File: src/rtl/instruction_trace_display_unit.sv
// Circular instruction trace RAM rendered as hex character codes for the VGA text renderer.
// Optional macro TRACE_STOP_ON_FULL_EN: one-shot capture that halts when the trace fills.
//
// state | meaning
// RUN   | capturing new instruction words
// HOLD  | FREEZE high, trace held
// STOP  | trace full in one-shot mode, waiting for CLR
module instruction_trace_display_unit #(
  parameter int INS_W  = 32,
  parameter int DEPTH  = 64,
  parameter int X_W    = 10,
  parameter int Y_W    = 10,
  parameter int X_ORG  = 0,
  parameter int Y_ORG  = 0,
  parameter int ROW_SH = 4,
  parameter int COL_SH = 3
) (
  input  logic             CLK,
  input  logic             RST,
  input  logic             INS_VALID,
  input  logic [INS_W-1:0] INS,
  input  logic             CLR,
  input  logic             FREEZE,
  input  logic [X_W-1:0]   SYS_X,
  input  logic [Y_W-1:0]   SYS_Y,
  output logic [15:0]      C_INS,
  output logic [6:0]       COUNT,
  output logic             FULL,
  output logic             STOPPED
);

  localparam int PW   = (DEPTH > 1) ? $clog2(DEPTH) : 1;
  localparam int NDIG = INS_W / 4;

  localparam logic [1:0] ST_RUN  = 2'd0;
  localparam logic [1:0] ST_HOLD = 2'd1;
  localparam logic [1:0] ST_STOP = 2'd2;

  logic [INS_W-1:0] ram [DEPTH];
  logic [PW-1:0]    wr_ptr;
  logic [INS_W-1:0] last_word;
  logic             cmp_valid;
  logic [1:0]       state, state_nxt;
  logic             stop_blk;
  logic             capture;

  assign stop_blk = (state == ST_STOP);
  assign capture  = INS_VALID & ~FREEZE & ~stop_blk & ~CLR &
                    (~cmp_valid | (INS != last_word));
  assign FULL     = (COUNT == 7'(DEPTH));

`ifdef TRACE_STOP_ON_FULL_EN
  logic fill_last;
  assign fill_last = (COUNT == 7'(DEPTH - 1));
  assign STOPPED   = stop_blk;
`else
  assign STOPPED   = 1'b0;
`endif

  always_comb begin
    state_nxt = state;
    case (state)
      ST_RUN:  if (FREEZE) state_nxt = ST_HOLD;
      ST_HOLD: if (!FREEZE) state_nxt = ST_RUN;
      ST_STOP: if (CLR) state_nxt = ST_RUN;
      default: state_nxt = ST_RUN;
    endcase
`ifdef TRACE_STOP_ON_FULL_EN
    // a filling capture can also happen on the cycle FREEZE drops, while still in HOLD
    if (capture && fill_last) state_nxt = ST_STOP;
`endif
  end

  always_ff @(posedge CLK or negedge RST) begin
    if (!RST) state <= ST_RUN;
    else      state <= state_nxt;
  end

  always_ff @(posedge CLK or negedge RST) begin
    if (!RST) begin
      wr_ptr    <= '0;
      COUNT     <= '0;
      cmp_valid <= 1'b0;
      last_word <= '0;
    end else if (CLR) begin
      wr_ptr    <= '0;
      COUNT     <= '0;
      cmp_valid <= 1'b0;
    end else if (capture) begin
      wr_ptr    <= (wr_ptr == PW'(DEPTH - 1)) ? '0 : wr_ptr + 1'b1;
      COUNT     <= FULL ? COUNT : COUNT + 7'd1;
      cmp_valid <= 1'b1;
      last_word <= INS;
    end
  end

  // RAM is never cleared; stale entries stay hidden behind COUNT
  always_ff @(posedge CLK) begin
    if (capture) ram[wr_ptr] <= INS;
  end

  logic [Y_W-1:0] rel_y, row_full;
  logic [X_W-1:0] rel_x, dig_full;
  logic           in_win, vis_d, newest_d;
  logic [PW-1:0]  oldest, rd_addr_d;
  logic [31:0]    addr_sum;

  always_comb begin
    rel_y     = SYS_Y - Y_W'(Y_ORG);
    rel_x     = SYS_X - X_W'(X_ORG);
    row_full  = rel_y >> ROW_SH;
    dig_full  = rel_x >> COL_SH;
    in_win    = (SYS_Y >= Y_W'(Y_ORG)) && (SYS_X >= X_W'(X_ORG));
    vis_d     = in_win && (32'(row_full) < 32'(COUNT)) && (32'(dig_full) < 32'(NDIG));
    newest_d  = ((32'(row_full) + 32'd1) == 32'(COUNT));
    oldest    = FULL ? wr_ptr : '0;
    addr_sum  = 32'(oldest) + 32'(row_full);
    rd_addr_d = (addr_sum >= 32'(DEPTH)) ? PW'(addr_sum - 32'(DEPTH)) : PW'(addr_sum);
  end

  logic          vis_q, newest_q;
  logic [5:0]    row_q;
  logic [3:0]    dig_q;
  logic [PW-1:0] rd_addr_q;

  always_ff @(posedge CLK or negedge RST) begin
    if (!RST) begin
      vis_q     <= 1'b0;
      newest_q  <= 1'b0;
      row_q     <= '0;
      dig_q     <= '0;
      rd_addr_q <= '0;
    end else begin
      vis_q     <= vis_d;
      newest_q  <= newest_d;
      row_q     <= 6'(row_full);
      dig_q     <= 4'(dig_full);
      rd_addr_q <= rd_addr_d;
    end
  end

  logic [INS_W-1:0] rd_word;
  logic [3:0]       nib;

  // digit 0 is the most-significant nibble
  always_comb begin
    rd_word = ram[rd_addr_q];
    nib     = 4'h0;
    for (int i = 0; i < NDIG; i++) begin
      if (32'(dig_q) == 32'(NDIG - 1 - i)) nib = rd_word[4*i +: 4];
    end
  end

  always_ff @(posedge CLK or negedge RST) begin
    if (!RST) C_INS <= 16'h0000;
    else      C_INS <= vis_q ? {1'b1, newest_q, row_q, dig_q, nib} : 16'h0000;
  end

endmodule

File: config.mk
export PLATFORM = sky130hd
export DESIGN_NAME = instruction_trace_display_unit
export DESIGN_NICKNAME = d
export VERILOG_FILES = /design/src/rtl/instruction_trace_display_unit.sv
export SDC_FILE = /design/constraint.sdc
export NUM_CORES = 2
export LEC_CHECK = 0
export CAP_MARGIN = 25
export CORE_MARGIN = 10
export CORE_UTILIZATION = 25
export DETAILED_ROUTE_END_ITERATION = 6
export PLACE_DENSITY = 0.45
export SYNTH_ARGS = -nofsm -noshare
export SYNTH_HDL_FRONTEND = slang
export SYNTH_SLANG_ARGS = --single-unit
File: constraint.sdc
create_clock -name CLK -period 9.4 [get_ports CLK]
set_clock_uncertainty 0.2 [all_clocks]
set_input_delay 1.88 -clock CLK [delete_from_list [all_inputs] [get_ports CLK]]
set_output_delay 1.88 -clock CLK [all_outputs]
set_load 0.03 [all_outputs]
# Word-level counts from Yosys, hierarchy flattened
# Memory sizes are Yosys's and may differ from the RTL's.
# Index checks and enable logic that the tools add are counted.
# word_totals
reg_bits,82
ram_bits,2048
in_bits,57
output_inout_bits,25
elab_cells,82
memories,1
# memory_table
memory,depth,width,rd,rd_clocked_by_memory_dff,write_ports,line_no,text
ram,64,32,1,0,1,39,logic [INS_W-1:0] ram [DEPTH];
# classes
add_sub_neg,5
magnitude_cmp,5
eq_ne,17
muxes,25
bitwise,9
n_reduce_logical,9
# ops
op,n
2-to-1 mux 4 bit,8
!= test 32 bit,1
2-to-1 mux 6 bit,5
2-to-1 mux 7 bit,3
">= comparator 10 x 1 -> 1 bit, second input constant",2
"== test 4 x 3 -> 1 bit, second input constant",4
2-to-1 mux 16 bit,1
"== test 4 x 2 -> 1 bit, second input constant",2
"!= test 2 bit, second input constant",4
"adder 6 x 1 -> 7 bit, second input constant",1
adder 6 x 6 -> 7 bit,1
"adder 7 x 1 -> 7 bit, second input constant",1
== test 7 bit,1
"== test 7 bit, second input constant",1
">= comparator 7 bit, second input constant",1
< comparator 6 x 7 -> 1 bit,1
"< comparator 7 x 4 -> 1 bit, second input constant",1
"adder 6 x 1 -> 6 bit, second input constant",1
"== test 6 bit, second input constant",1
2-to-1 mux 2 bit,3
one-hot mux 2 bit (3 select lines),1
"subtractor 6 x 1 -> 6 bit, second input constant",1
bitwise AND 1 bit,4
"== test 4 x 1 -> 1 bit, second input constant",1
other kinds (11),20

# Depth between registers and ports, before layout
# logic_depth
depth_word,10
depth_mapped,13
mapped_depth_nobuf,11

# Worst setup path after synthesis
# No wires, ideal clock.
# synth_path
path_kind,input port to flip-flop
from,in INS[28]
to,"mem ram[14][0], enable pin"
setup_time_ps,421
arrival_ps,4392
required_ps,8779
setup_slack_ps,4386
path_stages,9
n_path_buf,1
cell_sequence,xnor2_1 -> nand4_1 -> nor3_1 -> nand4_1 -> nand2_1 -> clkbuf_1 -> nor2_1 -> nand3_1 -> nor2_1
# synth_via
elab_chain_cells,5
# synth_rtl
element,line_no,text
from (decl),21,"input logic [INS_W-1:0] INS,"
!= test 32 bit,49,(~cmp_valid | (INS != last_word));
bitwise OR 1 bit,49,
bitwise AND 1 bit,48,assign capture = INS_VALID & ~FREEZE & ~stop_blk & ~CLR &
2-to-1 mux 1 bit,99,if (capture) ram[wr_ptr] <= INS;
2-to-1 mux 1 bit (implied by the code),99,
to (decl),39,
# Every way passes these cells.

# Worst setup path in the final report
# layout_path
from,in INS[1]
to,"mem ram[40][6], enable pin"
# The elaborated chain is that of the path after synthesis.

==> results.sh <==
export IMPL_path_cells="buf_2 > buf_4 > xor2_1 > nor2_1 > nand4_1 > nand2_2 > nor2_1 > nand2_1 > nor2_4 > buf_4"
export IMPL_cp_required_ps=9700
export IMPL_synth_most_common_cell="edfxtp_1"
export IMPL_finalHoldViolCount=0
export IMPL_ys_async_sr_fraction_pct=3.76
export IMPL_hold_path_depth=1
export IMPL_status="completed"
export IMPL_synth_net_count=3810
export IMPL_synth_top_family_by_area="multiplexers"
export IMPL_numCtsBuffers=223
export IMPL_max_slew_margin_rel_pct=21.0
export IMPL_final_cell_area_um2=96300
export IMPL_grt_pass1_vias=41600
export IMPL_wl_mm=256
export IMPL_tns_ps=0
export IMPL_reg2reg_from="rd_addr_q[0]$_DFF_PN0_"
export IMPL_p_leak_nw=29.4
export IMPL_peakVddDrop_v=0.000189
export IMPL_drtIter0Drc=4234
export IMPL_finalSetupViolCount=0
export IMPL_clk_latency_ps=880
export IMPL_grt_max_degree=89
export IMPL_first_pass_iters=5
export IMPL_start_util_pct=25.2
export IMPL_synth_ff_type="edfxtp_1"
export IMPL_path_class="in -> reg"
export IMPL_cp_top_family="simple AND/OR/NAND/NOR gates"
export IMPL_gp_congestion=0.801
export IMPL_clockBufferDepth=3
export IMPL_ys_ff_latch=2128
export IMPL_ys_top_cells_by_count="edfxtp_1, mux4_2, nor2_1, nand2_1"
export IMPL_clk_pin_slew_ps=50
export IMPL_cp_slowest_cell="nor2_4"
export IMPL_cts_setup_buffers=0
export IMPL_hp_class="reg -> reg"
export IMPL_wl_per_cell_um=30.0
export IMPL_die_w_um=594
export IMPL_synth_compound_area_share_pct=2.37
export IMPL_htreeDepth=4
export IMPL_synth_fa_ha_area_share_pct=0.252
export IMPL_seqCellArea_um2=63500
export IMPL_synth_top_cell_by_area="edfxtp_1"
export IMPL_synthXorXnorAreaFrac_pct=0.531
export IMPL_groute_usage_overall_pct=14.1
export IMPL_hold_end="C_INS[12]$_DFF_PN0_"
export IMPL_rr_worst_depth=9
export IMPL_min_period_over_period_pct=60.0
export IMPL_rsz0062_at_grt="no"
export IMPL_reg2reg_to="C_INS[3]$_DFF_PN0_"
export IMPL_antenna_found_initial=21
export IMPL_ioPinCount=82
export IMPL_fin_nets=4068
export IMPL_drc=0
export IMPL_cp_end_kind="flop"
export IMPL_multi_input_area_um2=18300
export IMPL_tightestPinTransition_ps=1170
export IMPL_synthCells=3737
export IMPL_syn_avg_cell_area_um2=22.1
export IMPL_synth_edf_count=2048
export IMPL_setup_slack_ps=3760
export IMPL_finalMaxSlewViolations=0
export IMPL_cts_hold_buf=0
export IMPL_total_power_mw=20.0
export IMPL_hpwlAfterDp_mm=150
export IMPL_arrival_ps=5940
export IMPL_syn2layout_area_growth_pct=16.7
export IMPL_placed_cells=8116
export IMPL_yosys_warnings=0
export IMPL_fin_cells=8535
export IMPL_drive_above_1_share_pct=28.0
export IMPL_fin_crit_ps=5640
export IMPL_max_freq_ghz=0.177
export IMPL_seq_area_frac_synth_pct=77.0
export IMPL_cp_slowest_stage_delay_ps=970
export IMPL_powerDensity_nw_per_um2=208
export IMPL_vias=40200
export IMPL_fin_util_pct=29.4
export IMPL_overflow=0
export IMPL_core_um2=328000
export IMPL_syn_area_um2=82500
export IMPL_cts_resized=0
export IMPL_viasPerCell=4.71
export IMPL_hold_start="row_q[4]$_DFF_PN0_"
export IMPL_path_buf_inv=3
export IMPL_fp_dieH_um=594
export IMPL_hold_slack_ps=260
export IMPL_place_port_buffers=73
export IMPL_r2r_slack_ps=4510
export IMPL_cts_num_sinks=2128
export IMPL_die_area_um2=353000
export IMPL_synthTopCellsByArea="edfxtp_1, mux4_2, dfrtp_1"
export IMPL_max_cap_violations=0
export IMPL_place_ws_ps=2810
export IMPL_fill_cells=32100
export IMPL_synthMuxAreaShare_pct=16.2
export IMPL_grt_pass1_wl_mm=352
export IMPL_cts_root_buf="clkbuf_16"
export IMPL_cp_max_fo=66
export IMPL_drt_antenna_violating_nets=0
export IMPL_startpoint_type="primary input"
export IMPL_place_area_um2=89200
export IMPL_yosys_area_top_type_share_pct=74.6
export IMPL_synth_simple_area_share_pct=2.27
export IMPL_cts_tree="built"
export IMPL_yosys_cell_types_count=71
export IMPL_rows=210
-- placed cells by master (no fill, tap or decap), types with 32 or more instances in the layout --
| cell | instances |
|---|---|
| a21oi_1 | 40 |
| a22oi_1 | 63 |
| buf_2 | 32 |
| buf_4 | 145 |
| clkbuf_1 | 54 |
| clkbuf_16 | 227 |
| clkdlybuf4s50_1 | 40 |
| clkinv_1 | 50 |
| clkinv_2 | 40 |
| dfrtp_1 | 74 |
| edfxtp_1 | 2048 |
| mux2_2 | 52 |
| mux2i_1 | 80 |
| mux4_2 | 531 |
| nand2_1 | 83 |
| nand3_1 | 40 |
| nor2_1 | 52 |
| nor2_4 | 64 |
| xnor2_1 | 41 |
-- sequential cells by signal, indices dropped and copies added, names as in the netlist --
name and flops:
vis_q 1, ram 2048, newest_q 1, C_INS 16
cmp_valid 1, dig_q 4, rd_addr_q 6, row_q 6
wr_ptr 6, COUNT 7, last_word 32
-- metal layers --
| layer | global-route usage [%] | vias to the layer above | routed length (um) | share of wire (%) |
|---|---|---|---|---|
| met5 | 0.521 | - | 270 | 0.11 |
| met4 | 3.10 | 4 | 5350 | 2.1 |
| met3 | 2.74 | 292 | 15200 | 5.9 |
| met2 | 23.0 | 1313 | 123000 | 48 |
| met1 | 19.3 | 22300 | 112000 | 44 |
| li1 | - | 16300 | - | - |
-- where the power goes --
group | switching, mW | total (mW) | internal, mW
Sequential | 0.0498 | 10.5 | 10.4
Clock | 3.72 | 8.54 | 4.82
Combinational | 0.665 | 1.02 | 0.359
Total | 4.43 | 20.0 | 15.6
-- worst max-delay path by stage --
stage	start	endpoint	slack, ps	cells past startpoint
global placement	INS[1]	ram[40][27]$_DFFE_PP_	2860	10
detailed placement	INS[1]	ram[40][12]$_DFFE_PP_	2810	10
floorplan	INS[28]	ram[14][0]$_DFFE_PP_	4390	9
CTS	INS[1]	ram[40][6]$_DFFE_PP_	3730	10
global route	INS[1]	ram[40][6]$_DFFE_PP_	3550	10
finish	INS[1]	ram[40][6]$_DFFE_PP_	3760	10
-- final cells by class --
class	count	area share, %
Inverter	20	0.0806
Tap cell	4346	5.65
Sequential cell	2128	66.0
Timing Repair Buffer	228	1.94
Clock buffer	294	6.30
Multi-Input combinational cell	1394	19.0
Clock inverter	121	0.996
Antenna cell	4	0.0104
-- cells by family (layout without fill, tap and decap cells) --
| group | count (synthesis) | in the layout |
|---|---|---|
| xor gates and xnor gates | 50 | 50 |
| buffers and inverters | 215 | 663 |
| other | 1 | 5 |
| AOI/OAI and AO/OA | 278 | 278 |
| muxes | 663 | 663 |
| and+or+nand+nor | 386 | 386 |
| DFF | 2128 | 2128 |
| adders and majority gates | 16 | 16 |
Power figures use the tool's default switching activity.
